===== src/rtl/axis_frame_tx_if.sv =====
// AXI-Stream bundle between a frame transmitter and its downstream sink.
//   tdata  : stream data word
//   tvalid : beat valid (source)
//   tlast  : final beat of a frame (source)
//   tready : sink can accept a beat
// master modport drives tdata/tvalid/tlast; slave modport drives tready.
interface axis_frame_tx_if #(
  parameter int unsigned DataWidth = 32
) ();
  logic [DataWidth-1:0] tdata;
  logic                 tvalid;
  logic                 tlast;
  logic                 tready;

  modport master (output tdata, output tvalid, output tlast, input tready);
  modport slave  (input tdata, input tvalid, input tlast, output tready);
endinterface


===== src/rtl/axis_frame_tx.sv =====
// AXI-Stream frame transmitter. Words are pushed into an internal FIFO; a start
// pulse with a non-zero frame_len then emits exactly frame_len beats on m00_axis,
// with tlast on the final beat, honouring tready back-pressure.
//
// Ports:
//   aclk, areset        : clock, synchronous active-high reset
//   wr_data, wr_en      : FIFO push (accepted when not full)
//   fifo_full/empty     : FIFO occupancy flags
//   overflow            : sticky, set by a push while full
//   start, frame_len    : begin a frame of frame_len beats (ignored unless idle)
//   busy, done          : frame in progress / one-cycle completion pulse
//   stall_cnt           : stalled STREAM cycles (only with AXIS_TX_STALL_CNT_EN)
//   m00_axis            : AXI-Stream master
//
// Optional feature macro: AXIS_TX_STALL_CNT_EN adds the saturating stall_cnt output.
module axis_frame_tx #(
  parameter int unsigned M00_AXIS_TDATA_WIDTH = 32,
  parameter int unsigned FIFO_DEPTH           = 16,
  parameter int unsigned LEN_WIDTH            = 16
) (
  input  logic                            aclk,
  input  logic                            areset,
  input  logic [M00_AXIS_TDATA_WIDTH-1:0] wr_data,
  input  logic                            wr_en,
  output logic                            fifo_full,
  output logic                            fifo_empty,
  output logic                            overflow,
  input  logic                            start,
  input  logic [LEN_WIDTH-1:0]            frame_len,
  output logic                            busy,
  output logic                            done,
`ifdef AXIS_TX_STALL_CNT_EN
  output logic [31:0]                     stall_cnt,
`endif
  axis_frame_tx_if.master                 m00_axis
);

  localparam int unsigned PtrW = $clog2(FIFO_DEPTH);
  localparam int unsigned CntW = $clog2(FIFO_DEPTH) + 1;

  typedef enum logic [1:0] {StIdle, StStream, StDone} state_e;

  logic [M00_AXIS_TDATA_WIDTH-1:0] mem_q [FIFO_DEPTH];
  logic [PtrW-1:0]                 wr_ptr_q, wr_ptr_d, rd_ptr_q, rd_ptr_d;
  logic [CntW-1:0]                 count_q, count_d;
  logic                            overflow_q, overflow_d;
  state_e                          state_q, state_d;
  logic [LEN_WIDTH-1:0]            rem_q, rem_d;
  logic [M00_AXIS_TDATA_WIDTH-1:0] tdata_q, tdata_d;
  logic                            tvalid_q, tvalid_d;
  logic                            tlast_q, tlast_d;

  logic wr_accept, xfer, load, start_ok;

  always_comb begin
    fifo_full  = (count_q == CntW'(FIFO_DEPTH));
    fifo_empty = (count_q == '0);
    // Both flags come from the registered count, so a same-cycle read never
    // makes room for a write, and a fresh write is not readable until next cycle.
    wr_accept  = wr_en && !fifo_full;
    xfer       = tvalid_q && m00_axis.tready;
    // rem_q counts words still to be loaded into the output register.
    load       = (state_q == StStream) && (!tvalid_q || xfer) && !fifo_empty &&
                 (rem_q != '0);
    start_ok   = (state_q == StIdle) && start && (frame_len != '0);
  end

  always_comb begin
    wr_ptr_d   = wr_ptr_q;
    rd_ptr_d   = rd_ptr_q;
    count_d    = count_q;
    overflow_d = overflow_q || (wr_en && fifo_full);
    state_d    = state_q;
    rem_d      = rem_q;
    tdata_d    = tdata_q;
    tvalid_d   = tvalid_q;
    tlast_d    = tlast_q;

    if (wr_accept) wr_ptr_d = wr_ptr_q + PtrW'(1);
    if (load)      rd_ptr_d = rd_ptr_q + PtrW'(1);
    unique case ({wr_accept, load})
      2'b10:   count_d = count_q + CntW'(1);
      2'b01:   count_d = count_q - CntW'(1);
      default: count_d = count_q;
    endcase

    if (load) begin
      tdata_d  = mem_q[rd_ptr_q];
      tvalid_d = 1'b1;
      tlast_d  = (rem_q == LEN_WIDTH'(1));
      rem_d    = rem_q - LEN_WIDTH'(1);
    end else if (xfer) begin
      tvalid_d = 1'b0;
      tlast_d  = 1'b0;
    end

    unique case (state_q)
      StIdle: begin
        if (start_ok) begin
          rem_d   = frame_len;
          state_d = StStream;
        end
      end
      StStream: if (xfer && tlast_q) state_d = StDone;
      StDone:   state_d = StIdle;
      default:  state_d = StIdle;
    endcase
  end

  always_ff @(posedge aclk) begin
    if (areset) begin
      wr_ptr_q   <= '0;
      rd_ptr_q   <= '0;
      count_q    <= '0;
      overflow_q <= 1'b0;
      state_q    <= StIdle;
      rem_q      <= '0;
      tdata_q    <= '0;
      tvalid_q   <= 1'b0;
      tlast_q    <= 1'b0;
    end else begin
      wr_ptr_q   <= wr_ptr_d;
      rd_ptr_q   <= rd_ptr_d;
      count_q    <= count_d;
      overflow_q <= overflow_d;
      state_q    <= state_d;
      rem_q      <= rem_d;
      tdata_q    <= tdata_d;
      tvalid_q   <= tvalid_d;
      tlast_q    <= tlast_d;
    end
  end

  // Storage needs no reset: the pointers and count fully define what is valid.
  always_ff @(posedge aclk) begin
    if (wr_accept) mem_q[wr_ptr_q] <= wr_data;
  end

`ifdef AXIS_TX_STALL_CNT_EN
  logic [31:0] stall_cnt_q, stall_cnt_d;

  always_comb begin
    stall_cnt_d = stall_cnt_q;
    if (start_ok) begin
      stall_cnt_d = '0;
    end else if ((state_q == StStream) && tvalid_q && !m00_axis.tready &&
                 (stall_cnt_q != 32'hFFFF_FFFF)) begin
      stall_cnt_d = stall_cnt_q + 32'd1;
    end
  end

  always_ff @(posedge aclk) begin
    if (areset) stall_cnt_q <= '0;
    else        stall_cnt_q <= stall_cnt_d;
  end

  assign stall_cnt = stall_cnt_q;
`endif

  assign overflow        = overflow_q;
  assign busy            = (state_q == StStream);
  assign done            = (state_q == StDone);
  assign m00_axis.tdata  = tdata_q;
  assign m00_axis.tvalid = tvalid_q;
  assign m00_axis.tlast  = tlast_q;

endmodule


===== src/flat_wrapper.sv =====
// flat-port wrapper written by rule: the top's interface ports become plain ports
module axis_frame_tx_flat 
#(
  parameter int unsigned M00_AXIS_TDATA_WIDTH = 32,
  parameter int unsigned FIFO_DEPTH           = 16,
  parameter int unsigned LEN_WIDTH            = 16
)
  (aclk, areset, wr_data, wr_en, fifo_full, fifo_empty, overflow, start, frame_len, busy, done, m00_axis_tdata, m00_axis_tvalid, m00_axis_tlast, m00_axis_tready);
  axis_frame_tx_if m00_axis_i ();
  input  logic aclk;
  input  logic areset;
  input  logic [M00_AXIS_TDATA_WIDTH-1:0] wr_data;
  input  logic wr_en;
  output logic fifo_full;
  output logic fifo_empty;
  output logic overflow;
  input  logic start;
  input  logic [LEN_WIDTH-1:0] frame_len;
  output logic busy;
  output logic done;
  output wire logic [$bits(m00_axis_i.tdata)-1:0] m00_axis_tdata;
  output wire logic [$bits(m00_axis_i.tvalid)-1:0] m00_axis_tvalid;
  output wire logic [$bits(m00_axis_i.tlast)-1:0] m00_axis_tlast;
  input wire logic [$bits(m00_axis_i.tready)-1:0] m00_axis_tready;
  assign m00_axis_tdata = m00_axis_i.tdata;
  assign m00_axis_tvalid = m00_axis_i.tvalid;
  assign m00_axis_tlast = m00_axis_i.tlast;
  assign m00_axis_i.tready = m00_axis_tready;
  axis_frame_tx #(.M00_AXIS_TDATA_WIDTH(M00_AXIS_TDATA_WIDTH), .FIFO_DEPTH(FIFO_DEPTH), .LEN_WIDTH(LEN_WIDTH)) u_core (.aclk(aclk), .areset(areset), .wr_data(wr_data), .wr_en(wr_en), .fifo_full(fifo_full), .fifo_empty(fifo_empty), .overflow(overflow), .start(start), .frame_len(frame_len), .busy(busy), .done(done), .m00_axis(m00_axis_i));
endmodule

===== config.mk =====
export PLATFORM = sky130hd
export DESIGN_NAME = axis_frame_tx_flat
export DESIGN_NICKNAME = d
export VERILOG_FILES = /design/src/rtl/axis_frame_tx_if.sv /design/src/rtl/axis_frame_tx.sv /design/src/flat_wrapper.sv
export SDC_FILE = /design/constraint.sdc
export NUM_CORES = 1
export LEC_CHECK = 0
export CAP_MARGIN = 40
export CORE_MARGIN = 2
export CORE_UTILIZATION = 55
export CTS_BUF_LIST = sky130_fd_sc_hd__clkbuf_4 sky130_fd_sc_hd__clkbuf_8
export DETAILED_ROUTE_END_ITERATION = 12
export GPL_TIMING_DRIVEN = 0
export PLACE_DENSITY = 0.75
export SETUP_SLACK_MARGIN = 0.15
export SYNTH_ARGS = -nofsm -noshare
export SYNTH_HDL_FRONTEND = slang
export SYNTH_SLANG_ARGS = --single-unit
export TNS_END_PERCENT = 100

===== constraint.sdc =====
create_clock -name aclk -period 4.2 [get_ports aclk]
set_input_delay 0.84 -clock aclk [delete_from_list [all_inputs] [get_ports aclk]]
set_output_delay 0.84 -clock aclk [all_outputs]
set_load 0.01 [all_outputs]

-- Yosys cells after proc, flatten, opt, wreduce, memory -nomap -nowiden
Memories as Yosys holds them, arrays and structs flattened. A register that Yosys moved wholly into a read port is not among the register bits.
Cells that the tools add are included.
- bits in registers: 34
- RAM bits: 512
- input port bits: 53
- output and inout bits: 39
- memories kept: 1
- add/sub/neg operators: 5
- eq/ne operators: 8
- multiplexer cells: 12
- reduce and logical (&&, ||, !) cells: 21
- memory list (name ; depth ; bits a word ; read ports ; clocked after memory_dff ; write ports ; line ; RTL):
    u_core.mem_q ; 16 ; 32 ; 1 ; 1 ; 1 ; axis_frame_tx.sv:43 ; logic [M00_AXIS_TDATA_WIDTH-1:0] mem_q [FIFO_DEPTH];
- operators by type and width (kind ; count):
    16-bit two-way mux ; 3
    16-bit nonzero test ; 2
    16-bit by 1-bit equality test with 1-bit output, second input constant ; 1
    16-bit by 1-bit subtractor with 16-bit output, second input constant ; 1
    5-bit one-hot mux with 2 select lines ; 1
    1-bit logical AND ; 9
    4-bit by 1-bit adder with 4-bit output, second input constant ; 2
    5-bit by 1-bit adder with 5-bit output, second input constant ; 1
    5-bit equality test, second input constant ; 1
    5-bit logical NOT ; 1
    1-bit two-way mux ; 5
    5-bit by 1-bit subtractor with 5-bit output, second input constant ; 1
    2-bit by 1-bit equality test with 1-bit output, second input constant ; 2
    2-bit equality test, second input constant ; 2
    2-bit two-way mux ; 2
    2-bit by 1-bit != test with 1-bit output, second input constant ; 2
    2-bit one-hot mux with 2 select lines ; 1
    2-bit nonzero test ; 2
    1-bit logical NOT ; 3
    2-bit logical NOT ; 1
    1-bit logical OR ; 2
    2-bit AND reduction ; 1

-- Depth between registers and ports, before layout
- depth after elaboration: 8
- depth in mapped cells: 16

-- Least setup slack after synthesis
No wires, ideal clock.
- path type: input-to-reg
- start: input port wr_en
- end: memory u_core.mem_q[3][0], enable pin
- arrival: 3724 ps
- data required time: 3739 ps
- slack: 15 ps
- cell stages on the path: 3
- buffers on the path: 0
- cells stage by stage: a21boi_1 > nand2_1 > nor3_1
- longest elaborated chain between the ends: 3
- ends and longest elaborated chain (element ; line ; RTL):
    start, declared ; flat_wrapper.sv:13 ; input logic wr_en;
    1-bit logical AND ; axis_frame_tx.sv:60 ; wr_accept = wr_en && !fifo_full;
    1-bit two-way mux ; axis_frame_tx.sv:136 ; if (wr_accept) mem_q[wr_ptr_q] <= wr_data;
    1-bit two-way mux (not written as such) ; axis_frame_tx.sv:136 ;
    end, declared ; axis_frame_tx.sv:43 ;
Every way passes these cells.

-- Final worst setup path
- start: register u_core.rem_q[9]
- end: register u_core.count_q[4]
- longest elaborated chain between the ends: 4
- elaborated cells on any way between the ends: 6
- classes of those cells: eq/ne: 2; mux: 1; reduce/logical: 3
- ends and longest elaborated chain (element ; line ; RTL):
    start, declared ; axis_frame_tx.sv:48 ; logic [LEN_WIDTH-1:0] rem_q, rem_d;
    start signal, assigned ; axis_frame_tx.sv:127 ; rem_q <= rem_d;
    16-bit nonzero test (*) ; axis_frame_tx.sv:64 ; (rem_q != '0);
    1-bit logical AND (*) ; axis_frame_tx.sv:63 ; load = (state_q == StStream) && (!tvalid_q || xfer) && !fifo_empty &&
    named net u_core.load ; axis_frame_tx.sv:53 ; logic wr_accept, xfer, load, start_ok;
    2-bit by 1-bit equality test with 1-bit output or 2-bit equality test (tied branches) ; axis_frame_tx.sv:81 ; unique case ({wr_accept, load})
    5-bit one-hot mux with 2 select lines or 2-bit nonzero test (tied branches) ; -- ;
    end signal, assigned ; axis_frame_tx.sv:124 ; count_q <= count_d;
    end, declared ; axis_frame_tx.sv:45 ; logic [CntW-1:0] count_q, count_d;
Mark *: on every way through the listed nets, which the timed path passes. The rest lies on a longest branch.
A chain may end at the register's enable or synchronous reset.

==> flow_summary.yaml <==
synthesis:
  async_flop_share_pct: 0
  synthesis.nets: 1242
  ys_seq_area_share_pct: 74.2
  synth_ff_type: "edfxtp_1"
  yosys.area.top_type_share_pct: 68.3
  avgSynthCellArea_um2: 19.1
  ys_top_cells_by_count: "edfxtp_1 (512), mux4_2 (128), nand2_1 (85), dfxtp_1 (66), a22oi_1 (64)"
  yosys.area.top_type: "edfxtp_1"
  syn_inst: 1179
  yosysWarningCount: 0
  synth_area_um2: 22500
  synth-seq-cells: 578
  yosysUniqueCellTypes: 54
  synth.most_common_cell: "edfxtp_1"
  synth_edf_count: 512
  synthTopCellsByArea: "edfxtp_1 (68%), mux4_2 (13%), dfxtp_1 (5.9%)"
placement:
  gp_congestion: 0.852
  hpwl_mm: 32.3
  dp.cells: 1825
  port_buffers: 91
power:
  seq_power_share_pct: 48.6
  p_switching_uw: 3310
  clkPwrFrac_pct: 35.6
  p_per_area_nw_per_um2: 507
  switching_share_pct: 24.5
  power_leakage_uw: 0.00838
  ir_worst_vdd_uv: 276
  internal-power_uw: 10200
  comb_power_share_pct: 15.8
detailed_routing:
  drc: 0
  dr.pass1.iters: 5
  final_antenna_net_count: 0
  drtIter0Drc: 1001
  dr_wl_met2_mm: 24.3
  drt-met1-wl_mm: 19.9
  routed.top_layer: "met4"
  vias_per_cell: 6.02
  wl_per_cell_um: 24.9
  vias: 12000
  routed_wl_mm: 49.6
  wl_met3_mm: 4.30
sta:
  rsz0062_at_grt: "no"
  hold_ws_ps: 457
  setup_viol: 0
  totalNegativeSetupSlack_ps: 0
  finClkSkew_ps: 35.7
  hold_viol: 0
  fmax_ghz: 0.279
  drv_slew: 0
  post-route-period-util_pct: 85.3
  fin_crit_ps: 3580
  worstMarginPinSlew_ps: 912
  maxSlewHeadroom_pct: 39.2
clock_network:
  cts_tree: "yes"
  hold_buffers: 0
  clkTransAtPathRegs_ps: 60
  cts_buffers: 90
  cts_resized: 0
  cts_sinks: 578
  cts_buffer_depth: 3
  clkLatencyLatePin_ps: 650
  root_buffer: "clkbuf_8"
  cts_setup_buffers: 0
  cts_max_level: 3
global_route:
  grt_pass1_wl_mm: 74.8
  antenna_found_initial: 0
  grt_max_degree: 24
  grt.total_usage_pct: 24.3
  gr-total-overflow: 0
  grt_pass1_vias: 12300
run_status:
  status: "finished clean"
setup_path:
  crit_fanout: 11
  criticalPathCategory: "reg2reg"
  worstPathRequired_ps: 4710
  arrival_ps: 4100
  critical_path.startpoint_type: "register"
  r2r_slack_ps: 620
  cp-end-kind: "register"
floorplan:
  die_w_um: 206
  core_um2: 40600
  num_io_pins: 92
  die_area_um2: 42500
  start_util_pct: 55.4
  rows: 74
  chipHeight_um: 206
layout:
  fin_cells: 1994
  drive_gt1_share_pct: 28.8
  nNetsFinal: 1449
  area_growth_pct: 18.6
  diodes: 0
min_path:
  hold_path.class: "reg2reg"
run:
  drv_cap: 0
==> state kept, by name (all words and copies together), names as in the netlist <==
signal and count:
u_core.mem_q 512, u_core.state_q 2, u_core.m00_axis.tvalid 1, u_core.overflow 1, u_core.wr_ptr_q 4, u_core.rem_q 16
u_core.m00_axis.tdata 32, u_core.m00_axis.tlast 1, u_core.rd_ptr_q 4, u_core.count_q 5
==> routing by layer <==
metal	vias to the layer above	global-route usage, %
li1	5199	-
met1	6170	33.1
met2	551	39.1
met3	87	5.82
met4	0	7.83
met5	-	0
==> critical path: stages (launching register included) <==
cell	delay (ps)
dfxtp_1	340
nor4_1	600
nand4_1	360
nand2_4	190
inv_2	70
buf_2	230
ha_1	220
clkbuf_1	210
xor2_1	190
ha_1	230
inv_1	80
o21ai_0	70
a21o_1	200
a31oi_1	150
mux2_2	340
==> logic make-up after synthesis <==
kind of cell,after synthesis,synth area share (%)
simple gates,228,5.00
xor+xnor,21,0.817
flops,578,74.2
mux,131,12.9
buf+inv,75,1.75
compound gates,136,4.74
fa+ha+maj,10,0.556
==> through the flow <==
step	cell area (um^2)	total power [uW]	utilization (%)	worst slack (ps)
3_5_place_dp	24800	8860	61.0	37.6
5_1_grt	26700	14000	65.7	295
2_1_floorplan	22500	8110	-	868
4_1_cts	26700	13600	65.7	601
3_3_place_gp	24100	8750	59.3	-1410
6_report	26700	13500	65.7	616
==> power groups by stage <==
| stage | Clock [uW] | Sequential [uW] | Combinational [uW] |
|---|---|---|---|
| after floorplan | 0 | 6700 | 1410 |
| after global placement | 0 | 6690 | 2050 |
| after detailed placement | 0 | 6700 | 2160 |
| after CTS | 4890 | 6580 | 2180 |
| after global routing | 5130 | 6590 | 2320 |
| final | 4820 | 6580 | 2140 |
==> cell type report <==
cell class                 instances  area [um^2]
buffer                            68          367
clock buffer                     142         1710
clock inverter                    26          184
fill                            2691        13900
inverter                           7         26.3
multi-input combinational        526         5550
sequential                       578        16700
tap                              532          666
timing repair buffer             115         1500
==> cells in the final DEF, fill, tap and decap left out, types with 4 or more instances in the layout <==
cell and n:
dfxtp_1 66, clkinv_1 15, a22oi_1 64, nor4_1 11, mux4_2 128, a211oi_1 12
nand3_1 10, buf_2 16, nor3_4 4, buf_6 5, buf_12 6, xor2_1 9
clkinv_2 5, nor2b_1 5, nand2_2 29, buf_1 6, buf_16 18, clkbuf_1 38
nor3_1 6, clkdlybuf4s50_1 91, nand4_1 6, clkbuf_8 103, ha_1 10, nor4_2 4
clkbuf_4 39, nor2_1 37, edfxtp_1 512, a21oi_2 29, xnor2_1 12, nor2_4 12
nand2_1 85, inv_1 6, a21oi_1 14
==> final timing paths <==
path | from | to | cells after the start
worst max-delay path | u_core.rem_q[9] | u_core.count_q[4] | 14
worst max register to register | u_core.rem_q[9] | u_core.count_q[4] | 14
worst min register to register | u_core.m00_axis.tdata[29] | u_core.m00_axis.tdata[29] | 2
worst min-delay path | u_core.m00_axis.tdata[29] | u_core.m00_axis.tdata[29] | 2
Note: power is estimated with default switching activity, not from simulation.
